**src/rtl/digit_scan_ctrl.sv**
```systemverilog
// Time-multiplexed four-digit display scanner: SHOW/BLANK slots per digit, a shadow register
// for new values, and commits only at frame boundaries so a frame never shows mixed data.
module digit_scan_ctrl #(
    parameter int REFRESH_DIV = 50000,
    parameter int GAP         = 16
) (
    input  logic        clk,
    input  logic        reset_n,
    input  logic        enable,
    input  logic        load,
    input  logic [15:0] data_in,
    input  logic        blank_lz,
    output logic [3:0]  char_out,
    output logic [3:0]  an,
    output logic        load_ack,
    output logic        pending
);

    localparam int MAXV  = (REFRESH_DIV > GAP) ? REFRESH_DIV : GAP;
    localparam int CNT_W = (MAXV > 1) ? $clog2(MAXV) : 1;
    localparam logic [CNT_W-1:0] SHOW_LAST  = CNT_W'(REFRESH_DIV - 1);
    localparam logic [CNT_W-1:0] BLANK_LAST = CNT_W'(GAP - 1);

    localparam logic [1:0] S_IDLE  = 2'd0;
    localparam logic [1:0] S_SHOW  = 2'd1;
    localparam logic [1:0] S_BLANK = 2'd2;

    logic [1:0]       state_q, state_d;
    logic [1:0]       idx_q, idx_d;
    logic [CNT_W-1:0] cnt_q, cnt_d;
    logic [15:0]      display_q, display_d;
    logic [15:0]      shadow_q, shadow_d;
    logic             pending_q, pending_d;
    logic             ack_q, ack_d;
    logic [3:0]       an_q, an_d;
    logic [3:0]       char_q, char_d;
    logic             commit;
    logic [3:1]       lz;

    always_comb begin
        state_d   = state_q;
        idx_d     = idx_q;
        cnt_d     = cnt_q;
        display_d = display_q;
        shadow_d  = shadow_q;
        pending_d = pending_q;
        ack_d     = 1'b0;
        commit    = (state_q == S_IDLE) ||
                    (state_q == S_BLANK && idx_q == 2'd3 && cnt_q == BLANK_LAST);

        case (state_q)
            S_IDLE: begin
                idx_d = 2'd0;
                cnt_d = '0;
                if (enable) state_d = S_SHOW;
            end
            S_SHOW: begin
                if (cnt_q == SHOW_LAST) begin
                    state_d = S_BLANK;
                    cnt_d   = '0;
                end else begin
                    cnt_d = cnt_q + 1'b1;
                end
            end
            S_BLANK: begin
                if (cnt_q == BLANK_LAST) begin
                    state_d = S_SHOW;
                    idx_d   = idx_q + 2'd1;
                    cnt_d   = '0;
                end else begin
                    cnt_d = cnt_q + 1'b1;
                end
            end
            default: begin
                state_d = S_IDLE;
                idx_d   = 2'd0;
                cnt_d   = '0;
            end
        endcase

        if (!enable) begin
            state_d = S_IDLE;
            idx_d   = 2'd0;
            cnt_d   = '0;
        end

        // A load landing on a commit point bypasses the shadow entirely.
        if (commit) begin
            if (load) begin
                display_d = data_in;
                pending_d = 1'b0;
                ack_d     = 1'b1;
            end else if (pending_q) begin
                display_d = shadow_q;
                pending_d = 1'b0;
                ack_d     = 1'b1;
            end
        end else if (load) begin
            shadow_d  = data_in;
            pending_d = 1'b1;
        end
    end

    // Outputs are built from next-state values so the registered an/char_out line up with state_q.
    always_comb begin
        lz[3] = (display_d[15:12] == 4'd0);
        lz[2] = lz[3] && (display_d[11:8] == 4'd0);
        lz[1] = lz[2] && (display_d[7:4] == 4'd0);
        an_d   = 4'b1111;
        char_d = char_q;
        if (state_d == S_SHOW) begin
            char_d = display_d[{idx_d, 2'b00} +: 4];
            if (!(blank_lz && idx_d != 2'd0 && lz[idx_d])) begin
                an_d = ~(4'b0001 << idx_d);
            end
        end
    end

    always_ff @(posedge clk) begin
        if (!reset_n) begin
            state_q   <= S_IDLE;
            idx_q     <= 2'd0;
            cnt_q     <= '0;
            display_q <= 16'h0000;
            shadow_q  <= 16'h0000;
            pending_q <= 1'b0;
            ack_q     <= 1'b0;
            an_q      <= 4'b1111;
            char_q    <= 4'h0;
        end else begin
            state_q   <= state_d;
            idx_q     <= idx_d;
            cnt_q     <= cnt_d;
            display_q <= display_d;
            shadow_q  <= shadow_d;
            pending_q <= pending_d;
            ack_q     <= ack_d;
            an_q      <= an_d;
            char_q    <= char_d;
        end
    end

    assign an       = an_q;
    assign char_out = char_q;
    assign load_ack = ack_q;
    assign pending  = pending_q;

endmodule
```
**config.mk**
```make
export PLATFORM = sky130hd
export DESIGN_NAME = digit_scan_ctrl
export DESIGN_NICKNAME = d
export VERILOG_FILES = /design/src/rtl/digit_scan_ctrl.sv
export SDC_FILE = /design/constraint.sdc
export NUM_CORES = 1
export LEC_CHECK = 0
export ABC_AREA = 1
export CORE_MARGIN = 3
export CORE_UTILIZATION = 35
export DETAILED_ROUTE_END_ITERATION = 8
export PLACE_DENSITY_LB_ADDON = 0.3
export SYNTH_ARGS = -nofsm -noshare
export SYNTH_HDL_FRONTEND = slang
export SYNTH_SLANG_ARGS = --single-unit
```
**constraint.sdc**
```tcl
create_clock -name clk -period 3.8 [get_ports clk]
set_input_delay 0.76 -clock clk [delete_from_list [all_inputs] [get_ports clk]]
set_output_delay 0.76 -clock clk [all_outputs]
set_load 0.01 [all_outputs]
```
==> flow_summary_export.csv, run 1 <==
group,metric,value,unit
cts,post_cts_buffers,0,
power,p_leak,1.50,nW
synthesis,seq_area_frac_synth,37.8,%
synthesis,synthCells,463,
critical_path,reg2reg_from,"state_q[0]$_SDFF_PN0_",
layout,finalInstanceArea,0.00382,sq mm
routing,totalWireLength,7320,um
layout,num_antenna_cells,0,
critical_path,arrival,2780,ps
synthesis,yosys.area.top_type_share,37.8,%
routing,vias,2892,
cts,h-tree-depth,3,
timing,min_period,2590,ps
critical_path,worst-path-max-fanout,30,
synthesis,yosys.area_share.simple,34.8,%
die,core.rowCount,34,
cts,cts_tree,"done",
cts,cts_sinks,62,
grt,grt_pass1_wl,12400,um
timing,fin_crit_sh,68.1,%
power,ir_worst_vdd,0.139,mV
grt,grt_max_degree,31,
critical_path,cp-endpoint,"shadow_q[0]$_SDFFE_PN0P_",
synthesis,muxShareOfSynthArea,0,%
critical_path,startpoint_type,"flip-flop",
placement,place.gp.congestion,0.874,
die,die_area,0.0106,sq mm
grt,grt_pass1_vias,2654,
critical_path,crit_start,"state_q[0]$_SDFF_PN0_",
die,io_pins,31,
power,p_per_area,359,mW/mm^2
cts,insertion_delay,340,ps
synthesis,synth_compound_area_share,13.1,%
routing,postRouteAntennaNets,0,
placement,hpwl,5370,um
routing,drt_iter0_drc,130,
routing,drt-wirelength-per-cell,12.1,um
layout,drive_gt1_share,11.7,%
synthesis,synth_top_family_by_area,"simple AND/OR/NAND/NOR gates",
synthesis,ys_types,38,
grt,track_usage,14.9,%
synthesis,syn_nets,490,
routing,via_per_inst,4.78,
critical_path,regToRegEndpoint,"shadow_q[0]$_SDFFE_PN0P_",
die,core,0.00893,sq mm
synthesis,synth_edf_count,0,
grt,overflow,0,
cts,clk_pin_slew,70,ps
timing,max_freq,0.386,GHz
die,die_w,103,um
synthesis,synth_fa_ha_area_share,2.28,%
critical_path,r2r_slack,1210,ps
min_path,holdPathStages,1,
synthesis,avgSynthCellArea,7.10,sq um
critical_path,end_kind,"flip-flop",
die,die_h,103,um
timing,slew_headroom,44.8,%
synthesis,synth_xor_area_share,2.13,%
die,start_util,36.8,%
routing,dr.pass1.iters,5,
synthesis,yosysWarnings,0,
job,max_cap_violations,0,
placement,place_area,0.00365,sq mm
cts,numCtsBuffers,9,
synthesis,syn_area,0.00329,sq mm
grt,antenna_found_initial,0,
critical_path,reg2reg_depth,10,
timing,rsz0062_at_grt,"false",
synthesis,ys_seq_elements,62,
layout,syn_to_final_growth,16.4,%
layout,post-route-util,42.8,%
placement,dp_slack,1030,ps
routing,post-route-drc-count,0,
placement,io_buffers,30,
synthesis,synthArstFlopShare,0,%
timing,setup_tns,0,ps
synthesis,ys_top_cells_by_area,"dfxtp_1 (38%), nand2_1 (11%), nor2_1 (6.9%)",
cts,cts_hold_buf,0,
cts,cts_buffer_depth,2,
layout,final_net_count,520,
outcome,status,"completed",
critical_path,worstPathRequired,3990,ps
min_path,hold_class,"flip-flop to flip-flop",
timing,finalClockSkew,12.2,ps
timing,finalMaxSlewViolations,0,
timing,setup_viol,0,
synthesis,ys.flop_type,"dfxtp_1",
timing,hold_viol,0,
timing,setup_ws,1210,ps
synthesis,synth_area_leader_cell,"dfxtp_1",
timing,worstMarginPinSlew,826,ps
critical_path,crit_type,"flip-flop to flip-flop",
cts,ctsResizeCount,0,
cts,clockRootBuffer,"clkbuf_8",
metal layers:
| metal | GRT usage [%] | vias to the layer above | routed length, um |
|---|---|---|---|
| met2 | 20.1 | 65 | 2910 |
| met1 | 22.4 | 1277 | 3990 |
| met3 | 3.79 | 7 | 334 |
| met4 | 5.68 | 0 | 89 |
| li1 | - | 1543 | - |
| met5 | 0 | - | 0 |
power by group:
group          switching [mW]  internal, mW  total (mW)  leakage (nW)
combinational          0.0997        0.0681       0.168         0.908
clock                   0.257         0.265       0.522        0.0910
sequential             0.0101         0.674       0.684         0.506
total                   0.367          1.01        1.37          1.50
synth_stat cells, types with 3 or more instances:
library cell   n
nand2_1       99
dfxtp_1       62
nor2_1        60
inv_1         55
nand3_1       34
o21ai_0       29
a21oi_1       22
nand2_2       10
nand4_1        9
buf_2          7
o21ai_1        7
ha_1           6
o21ai_2        6
xor2_1         6
clkbuf_1       5
nor3_1         5
nor2_2         4
nor2_4         4
clkinv_1       3
nand3_2        3
nand3_4        3
nor3b_1        3
cell usage in the layout (no fill, tap or decap), drive strengths merged:
| cell | netlist | routed |
|---|---|---|
| a221oi | 1 | 1 |
| clkdlybuf4s50 | 0 | 30 |
| nand3 | 40 | 40 |
| dfxtp | 62 | 62 |
| clkbuf | 5 | 11 |
| inv | 57 | 57 |
| a211oi | 1 | 1 |
| nand2 | 111 | 111 |
| o211ai | 2 | 2 |
| xnor2 | 2 | 2 |
| clkinvlp | 0 | 1 |
| nor2 | 68 | 68 |
| buf | 10 | 4 |
| o21ai | 43 | 43 |
| o221ai | 2 | 2 |
| xor2 | 6 | 6 |
| nor3b | 4 | 4 |
| nand4 | 9 | 9 |
| a21oi | 23 | 23 |
| nor3 | 6 | 6 |
| nor2b | 1 | 1 |
| and3 | 1 | 1 |
| ha | 6 | 6 |
| clkinv | 3 | 6 |
state kept, by name, indices dropped and copies added, names as in the netlist:
signal	cells
display_q	16
an	4
load_ack	1
state_q	2
pending	1
idx_q	2
char_out	4
cnt_q	16
shadow_q	16
worst min path at each step:
stage                                        start                  endpoint  slack [ps]
final                          cnt_q[0]$_SDFF_PN0_       cnt_q[0]$_SDFF_PN0_         440
after global routing      shadow_q[7]$_SDFFE_PN0P_  shadow_q[7]$_SDFFE_PN0P_         470
after CTS                      cnt_q[0]$_SDFF_PN0_       cnt_q[0]$_SDFF_PN0_         450
after detailed placement       cnt_q[0]$_SDFF_PN0_       cnt_q[0]$_SDFF_PN0_         430
after global placement         cnt_q[0]$_SDFF_PN0_       cnt_q[0]$_SDFF_PN0_         430
after floorplan                cnt_q[0]$_SDFF_PN0_       cnt_q[0]$_SDFF_PN0_         410
stage by stage:
step / hold WS (ps) / power (mW) / cells
after floorplan: 413 / 0.809 / 463
after global placement: 426 / 0.865 / 590
after detailed placement: 433 / 0.866 / 590
after CTS: 449 / 1.39 / 605
after global routing: 468 / 1.45 / 605
final: 441 / 1.37 / 605
worst max-delay path, stage by stage, from the launching register on:
cell and delay (ps):
dfxtp_1 390, inv_1 90, ha_1 270, nand2_1 90
inv_1 60, nand3_4 110, nand2_4 200, inv_2 240
nand2_1 520, o21ai_0 390, a21oi_1 70
kinds of logic (layout without fill, tap and decap cells):
| group | after synthesis | after routing |
|---|---|---|
| and+or+nand+nor | 240 | 240 |
| AOI/OAI and AO/OA | 72 | 72 |
| buffers and inverters | 75 | 109 |
| DFF | 62 | 62 |
| xor gates and xnor gates | 8 | 8 |
| adders and majority gates | 6 | 6 |
final cells by class:
cell class / count / area, sq um
sequential: 62 / 1240
multi-input combinational: 326 / 1720
timing repair buffer: 34 / 330
inverter: 60 / 225
clock inverter: 4 / 22.5
fill: 916 / 5110
tap: 108 / 135
clock buffer: 11 / 151
Power figures use the tool's default switching activity.
==> inputs of run 2 (changes only) <==
Clock period 3.8 ns to 2.2 ns, I/O delays scaled along.
==> run 2 against run 1 <==
- clock skew is 0.98 ps higher
- power is 99% higher
- highest routed layer unchanged
- worst setup slack worse by 980 ps
- clock-buffer cell count is 1 lower
- routed wire length is 3.3% higher
- maximum frequency is 31% higher
- non-clock buffer count is 13 higher
- worst hold slack better by 5.1 ps
==> flow_summary_export.csv, run 2 (synthesis gave the netlist of run 1 again) <==
group,metric,value,unit
timing,setup_ws,231,ps
cts,h-tree-depth,3,
die,core.rowCount,34,
critical_path,critPathSlowestCell,"dfxtp_1",
timing,min_period,1970,ps
critical_path,arrival,2250,ps
placement,dp_slack,26.4,ps
routing,postRouteAntennaNets,0,
timing,finalMaxSlewViolations,0,
grt,overflow,0,
layout,post-route-util,45.0,%
cts,insertion_delay,350,ps
critical_path,cp_common_cell,"nand3_4",
cts,clk_pin_slew,70,ps
outcome,status,"completed",
placement,place.gp.congestion,0.820,
critical_path,cpPeakStageDelay,350,ps
min_path,holdPathStages,1,
routing,totalWireLength,7560,um
layout,final_net_count,534,
timing,setup_viol,0,
placement,hpwl,5480,um
die,io_pins,31,
grt,grt_pass1_wl,12600,um
layout,final_cell_mix,"nand2_1 (99), dfxtp_1 (62), nor2_1 (60), inv_1 (55), nand3_1 (34)",
power,p_per_area,679,mW/mm^2
timing,fin_crit_sh,89.5,%
timing,setup_tns,0,ps
grt,grt_pass1_vias,2723,
layout,drive_gt1_share,14.6,%
critical_path,regToRegEndpoint,"an[2]$_SDFF_PP1_",
routing,via_per_inst,4.80,
routing,drt-wirelength-per-cell,12.2,um
critical_path,cp_cell_sequence,"ha_1, nand3_4, nor2_4, nand3_4, nand2_8, inv_2, nand2_1, nand4_1, nor2_2, nand3_2, nand3_1",
critical_path,worstPathRequired,2480,ps
die,die_h,103,um
routing,dr.pass1.iters,4,
layout,final_common_cell,"nand2_1",
critical_path,worst-path-max-fanout,11,
min_path,hold_class,"flip-flop to flip-flop",
timing,hold_viol,0,
cts,clockRootBuffer,"clkbuf_8",
die,die_w,103,um
cts,cts_tree,"done",
grt,antenna_found_initial,0,
layout,num_antenna_cells,0,
critical_path,end_kind,"flip-flop",
cts,cts_sinks,62,
routing,drt_iter0_drc,127,
timing,finalClockSkew,13.2,ps
job,max_cap_violations,0,
timing,worstMarginPinSlew,486,ps
power,p_leak,1.60,nW
critical_path,reg2reg_depth,11,
grt,track_usage,15.2,%
min_path,min_from,"cnt_q[0]$_SDFF_PN0_",
layout,syn_to_final_growth,22.4,%
routing,post-route-drc-count,0,
timing,slew_headroom,67.4,%
die,die_area,0.0106,sq mm
critical_path,crit_type,"flip-flop to flip-flop",
critical_path,startpoint_type,"flip-flop",
placement,place_area,0.00373,sq mm
min_path,hold_end,"cnt_q[0]$_SDFF_PN0_",
routing,vias,2977,
cts,numCtsBuffers,9,
cts,cts_buffer_depth,2,
die,core,0.00893,sq mm
power,ir_worst_vdd,0.335,mV
layout,finalInstanceArea,0.00402,sq mm
timing,max_freq,0.508,GHz
critical_path,r2r_slack,230,ps
placement,io_buffers,30,
layout,reg.largest.list,"cnt_q (16), display_q (16), shadow_q (16)",
critical_path,reg2reg_from,"cnt_q[0]$_SDFF_PN0_",
timing,rsz0062_at_grt,"false",
die,start_util,36.8,%
grt,grt_max_degree,25,
-- run 2: changes by cell type in the layout (fill, tap and decap cells not counted), sizes merged --
cell | before | now
bufinv | 0 | 3
buf | 4 | 17
clkbuf | 11 | 10
clkinv | 6 | 5
nand2 | 111 | 112
-- run 2: worst max-delay path by stage --
stage / startpoint / endpoint / slack (ps) / cells past startpoint
finish: cnt_q[0]$_SDFF_PN0_ / an[2]$_SDFF_PP1_ / 230 / 11
global route: cnt_q[0]$_SDFF_PN0_ / an[1]$_SDFF_PP1_ / 20 / 11
CTS: cnt_q[0]$_SDFF_PN0_ / an[1]$_SDFF_PP1_ / 60 / 11
detailed placement: load / an[1]$_SDFF_PP1_ / 30 / 11
global placement: load / an[1]$_SDFF_PP1_ / 50 / 11
floorplan: cnt_q[0]$_SDFF_PN0_ / an[1]$_SDFF_PP1_ / 470 / 13
-- run 2: critical path: cells and delay by family (launching register included) --
| kind | cells | cell delay [ps] |
|---|---|---|
| flip-flops | 1 | 350 |
| AND/OR/NAND/NOR | 9 | 1210 |
| buffers and inverters | 1 | 100 |
| adder cells (fa/ha/maj) | 1 | 240 |
-- run 2: layout make-up --
type | instances | area [sq um]
Clock buffer | 10 | 138
Clock inverter | 6 | 109
Fill cell | 910 | 4910
Inverter | 60 | 229
Multi-Input combinational cell | 327 | 1740
Sequential cell | 62 | 1240
Tap cell | 108 | 135
Timing Repair Buffer | 47 | 428
-- run 2: timing repair --
| action | 4_1_cts | 5_1_grt |
|---|---|---|
| setup endpoints to repair | 0 | 18 |
| hold buffers | 0 | 0 |
| gates resized for setup | 0 | 3 |
| buffers inserted | 0 | 3 |
-- run 2: metal layers --
metal  wire, um  global-route usage (%)
met1       3880                    21.7
met2       3150                    21.0
met3        393                    3.99
met4        124                    7.57
met5          0                       0
-- run 2: stage by stage --
step                      total power, mW  hold slack, ps  instances
final                                2.73             446        620
after global routing                 2.87             477        620
after CTS                            2.76             448        616
after detailed placement             1.51             432        600
after global placement               1.51             424        600
after floorplan                      1.40             413        463
-- run 2: where the power goes --
| group | switching [mW] | internal (mW) | leakage (nW) | total (mW) |
|---|---|---|---|---|
| clock network | 0.461 | 0.781 | 0.126 | 1.24 |
| registers | 0.0173 | 1.16 | 0.506 | 1.18 |
| logic | 0.176 | 0.130 | 0.969 | 0.306 |
==> inputs of run 3 (changes only) <==
Settings changed: SETUP_SLACK_MARGIN set to 0.2.
==> run 3 against run 2 <==
- combinational power up 4%
- register-to-register slack better by 110 ps
- sequential cell count unchanged
- worst setup slack better by 87 ps
- critical path depth decreased by 10
- clock-buffer cell count did not move
- non-clock buffer count increased by 1
- routed wire length up 1.5%
- final area increased by 2.5%
- worst hold slack got worse by 9.5 ps
- clock power about the same
- core utilization rose by 1.1 points
- highest routed layer unchanged
==> flow_summary_export.csv, run 3 (synthesis gave the netlist of run 1 again) <==
group,metric,value,unit
power,ir_worst_vdd,0.327,mV
cts,cts_sinks,62,
timing,hold_viol,0,
placement,io_buffers,30,
critical_path,end_kind,"primary output",
routing,postRouteAntennaNets,0,
placement,place.gp.congestion,0.820,
layout,num_antenna_cells,0,
timing,worstMarginPinSlew,465,ps
critical_path,reg2reg_depth,11,
routing,wl_met1,3970,um
timing,rsz0062_at_grt,"true",
critical_path,crit_buf_inv,1,
die,start_util,36.8,%
timing,fin_crit_sh,85.6,%
timing,setup_viol,0,
grt,track_usage,15.6,%
min_path,holdPathStages,1,
min_path,min_from,"cnt_q[0]$_SDFF_PN0_",
critical_path,regToRegEndpoint,"char_out[3]$_SDFFE_PN0N_",
timing,setup_tns,0,ps
cts,h-tree-depth,3,
die,core.rowCount,34,
layout,fillCellCount,894,
critical_path,worstPathRequired,1760,ps
die,die_w,103,um
placement,hpwl,5480,um
grt,antenna_found_initial,0,
critical_path,cpPeakStageDelay,600,ps
critical_path,r2r_slack,340,ps
routing,dr.pass1.iters,4,
cts,cts_buffer_depth,2,
cts,insertion_delay,350,ps
routing,drt_iter0_drc,126,
layout,final_cell_mix,"nand2_1 (98), nor2_1 (59), dfxtp_1 (59), inv_1 (53), nand3_1 (34)",
routing,route.met2.wl,3200,um
timing,finalClockSkew,13.5,ps
routing,top_layer,"met4",
grt,overflow,0,
outcome,status,"completed",
critical_path,cp_cell_sequence,"clkdlybuf4s50_1",
cts,cts_tree,"done",
min_path,hold_end,"cnt_q[0]$_SDFF_PN0_",
die,core,0.00893,sq mm
timing,min_period,1880,ps
cts,clk_pin_slew,70,ps
layout,finalInstanceArea,0.00412,sq mm
critical_path,worst-path-max-fanout,8,
layout,syn_to_final_growth,25.4,%
critical_path,critPathSlowestCell,"clkdlybuf4s50_1",
power,p_leak,1.61,nW
critical_path,arrival,1440,ps
placement,place_area,0.00373,sq mm
power,p_per_area,664,mW/mm^2
timing,max_freq,0.531,GHz
timing,finalMaxSlewViolations,0,
layout,multiInputGateArea,0.00181,sq mm
routing,vias,2992,
job,max_cap_violations,0,
routing,totalWireLength,7670,um
routing,post-route-drc-count,0,
critical_path,crit_type,"flip-flop to primary output",
grt,grt_max_degree,25,
die,die_h,103,um
critical_path,reg2reg_from,"cnt_q[1]$_SDFF_PN0_",
layout,final_common_cell,"nand2_1",
layout,register_area,0.00124,sq mm
critical_path,startpoint_type,"flip-flop",
routing,drt-wirelength-per-cell,12.3,um
critical_path,cp_top_family,"buffers and inverters",
routing,wl_met3,315,um
timing,slew_headroom,68.7,%
grt,grt_pass1_vias,2763,
die,die_area,0.0106,sq mm
die,io_pins,31,
min_path,hold_class,"flip-flop to flip-flop",
cts,numCtsBuffers,9,
cts,clockRootBuffer,"clkbuf_8",
layout,final_net_count,536,
layout,drive_gt1_share,17.1,%
grt,grt_pass1_wl,12900,um
routing,via_per_inst,4.81,
layout,reg.largest.list,"cnt_q (16), display_q (16), shadow_q (16)",
==> run 3: cell count changes in the layout (fill, tap and decap cells not counted), sizes merged <==
cell      previous run  this run
clkinvlp             1         3
buf                 17        18
clkinv               5         4
inv                 57        56
nand2              112       113
==> run 3: per-layer routing <==
metal	vias to the layer above	track usage, %
met5	-	0
met4	0	7.27
met3	15	3.99
met2	54	22.2
met1	1341	21.9
li1	1582	-
==> run 3: cell type report <==
cell class                      count  share of cell area, %
Timing Repair Buffer               48                   10.9
Inverter                           60                   5.80
Clock buffer                       10                   3.34
Clock inverter                      6                   2.64
Multi-Input combinational cell    328                   43.9
Tap cell                          108                   3.28
Sequential cell                    62                   30.2
==> run 3: what timing repair did <==
action,4_1_cts,5_1_grt
resized for setup,1,18
endpoints found under the hold margin,0,0
pin swaps,2,4
hold buffers,0,0
endpoints found under the setup margin,22,23
setup buffers,2,2
gates cloned,1,1
==> run 3: metrics by stage <==
step | util, % | hold WS, ps | total power [mW] | worst slack (ps) | instances
detailed placement | 41.7 | 432 | 1.51 | 26.4 | 600
global route | 46.1 | 469 | 2.88 | 135 | 622
CTS | 45.0 | 448 | 2.77 | 207 | 619
global placement | 41.7 | 424 | 1.51 | 46.7 | 600
floorplan | - | 413 | 1.40 | 468 | 463
finish | 46.1 | 437 | 2.74 | 318 | 622
==> run 3: worst max-delay path by stage <==
stage,start,endpoint,slack (ps),cells after the start
2_1_floorplan,cnt_q[0]$_SDFF_PN0_,an[1]$_SDFF_PP1_,470,13
3_3_place_gp,load,an[1]$_SDFF_PP1_,50,11
5_1_grt,cnt_q[8]$_SDFF_PN0_,char_out[0]$_SDFFE_PN0N_,140,11
6_report,pending$_SDFFE_PP0P_,pending,320,1
3_5_place_dp,load,an[1]$_SDFF_PP1_,30,11
4_1_cts,state_q[0]$_SDFF_PN0_,shadow_q[0]$_SDFFE_PN0P_,210,11
==> run 3: power breakdown <==
part           internal [mW]  total, mW  switching [mW]
Clock                  0.781       1.24           0.456
Combinational          0.137      0.318           0.182
Sequential              1.16       1.18          0.0180
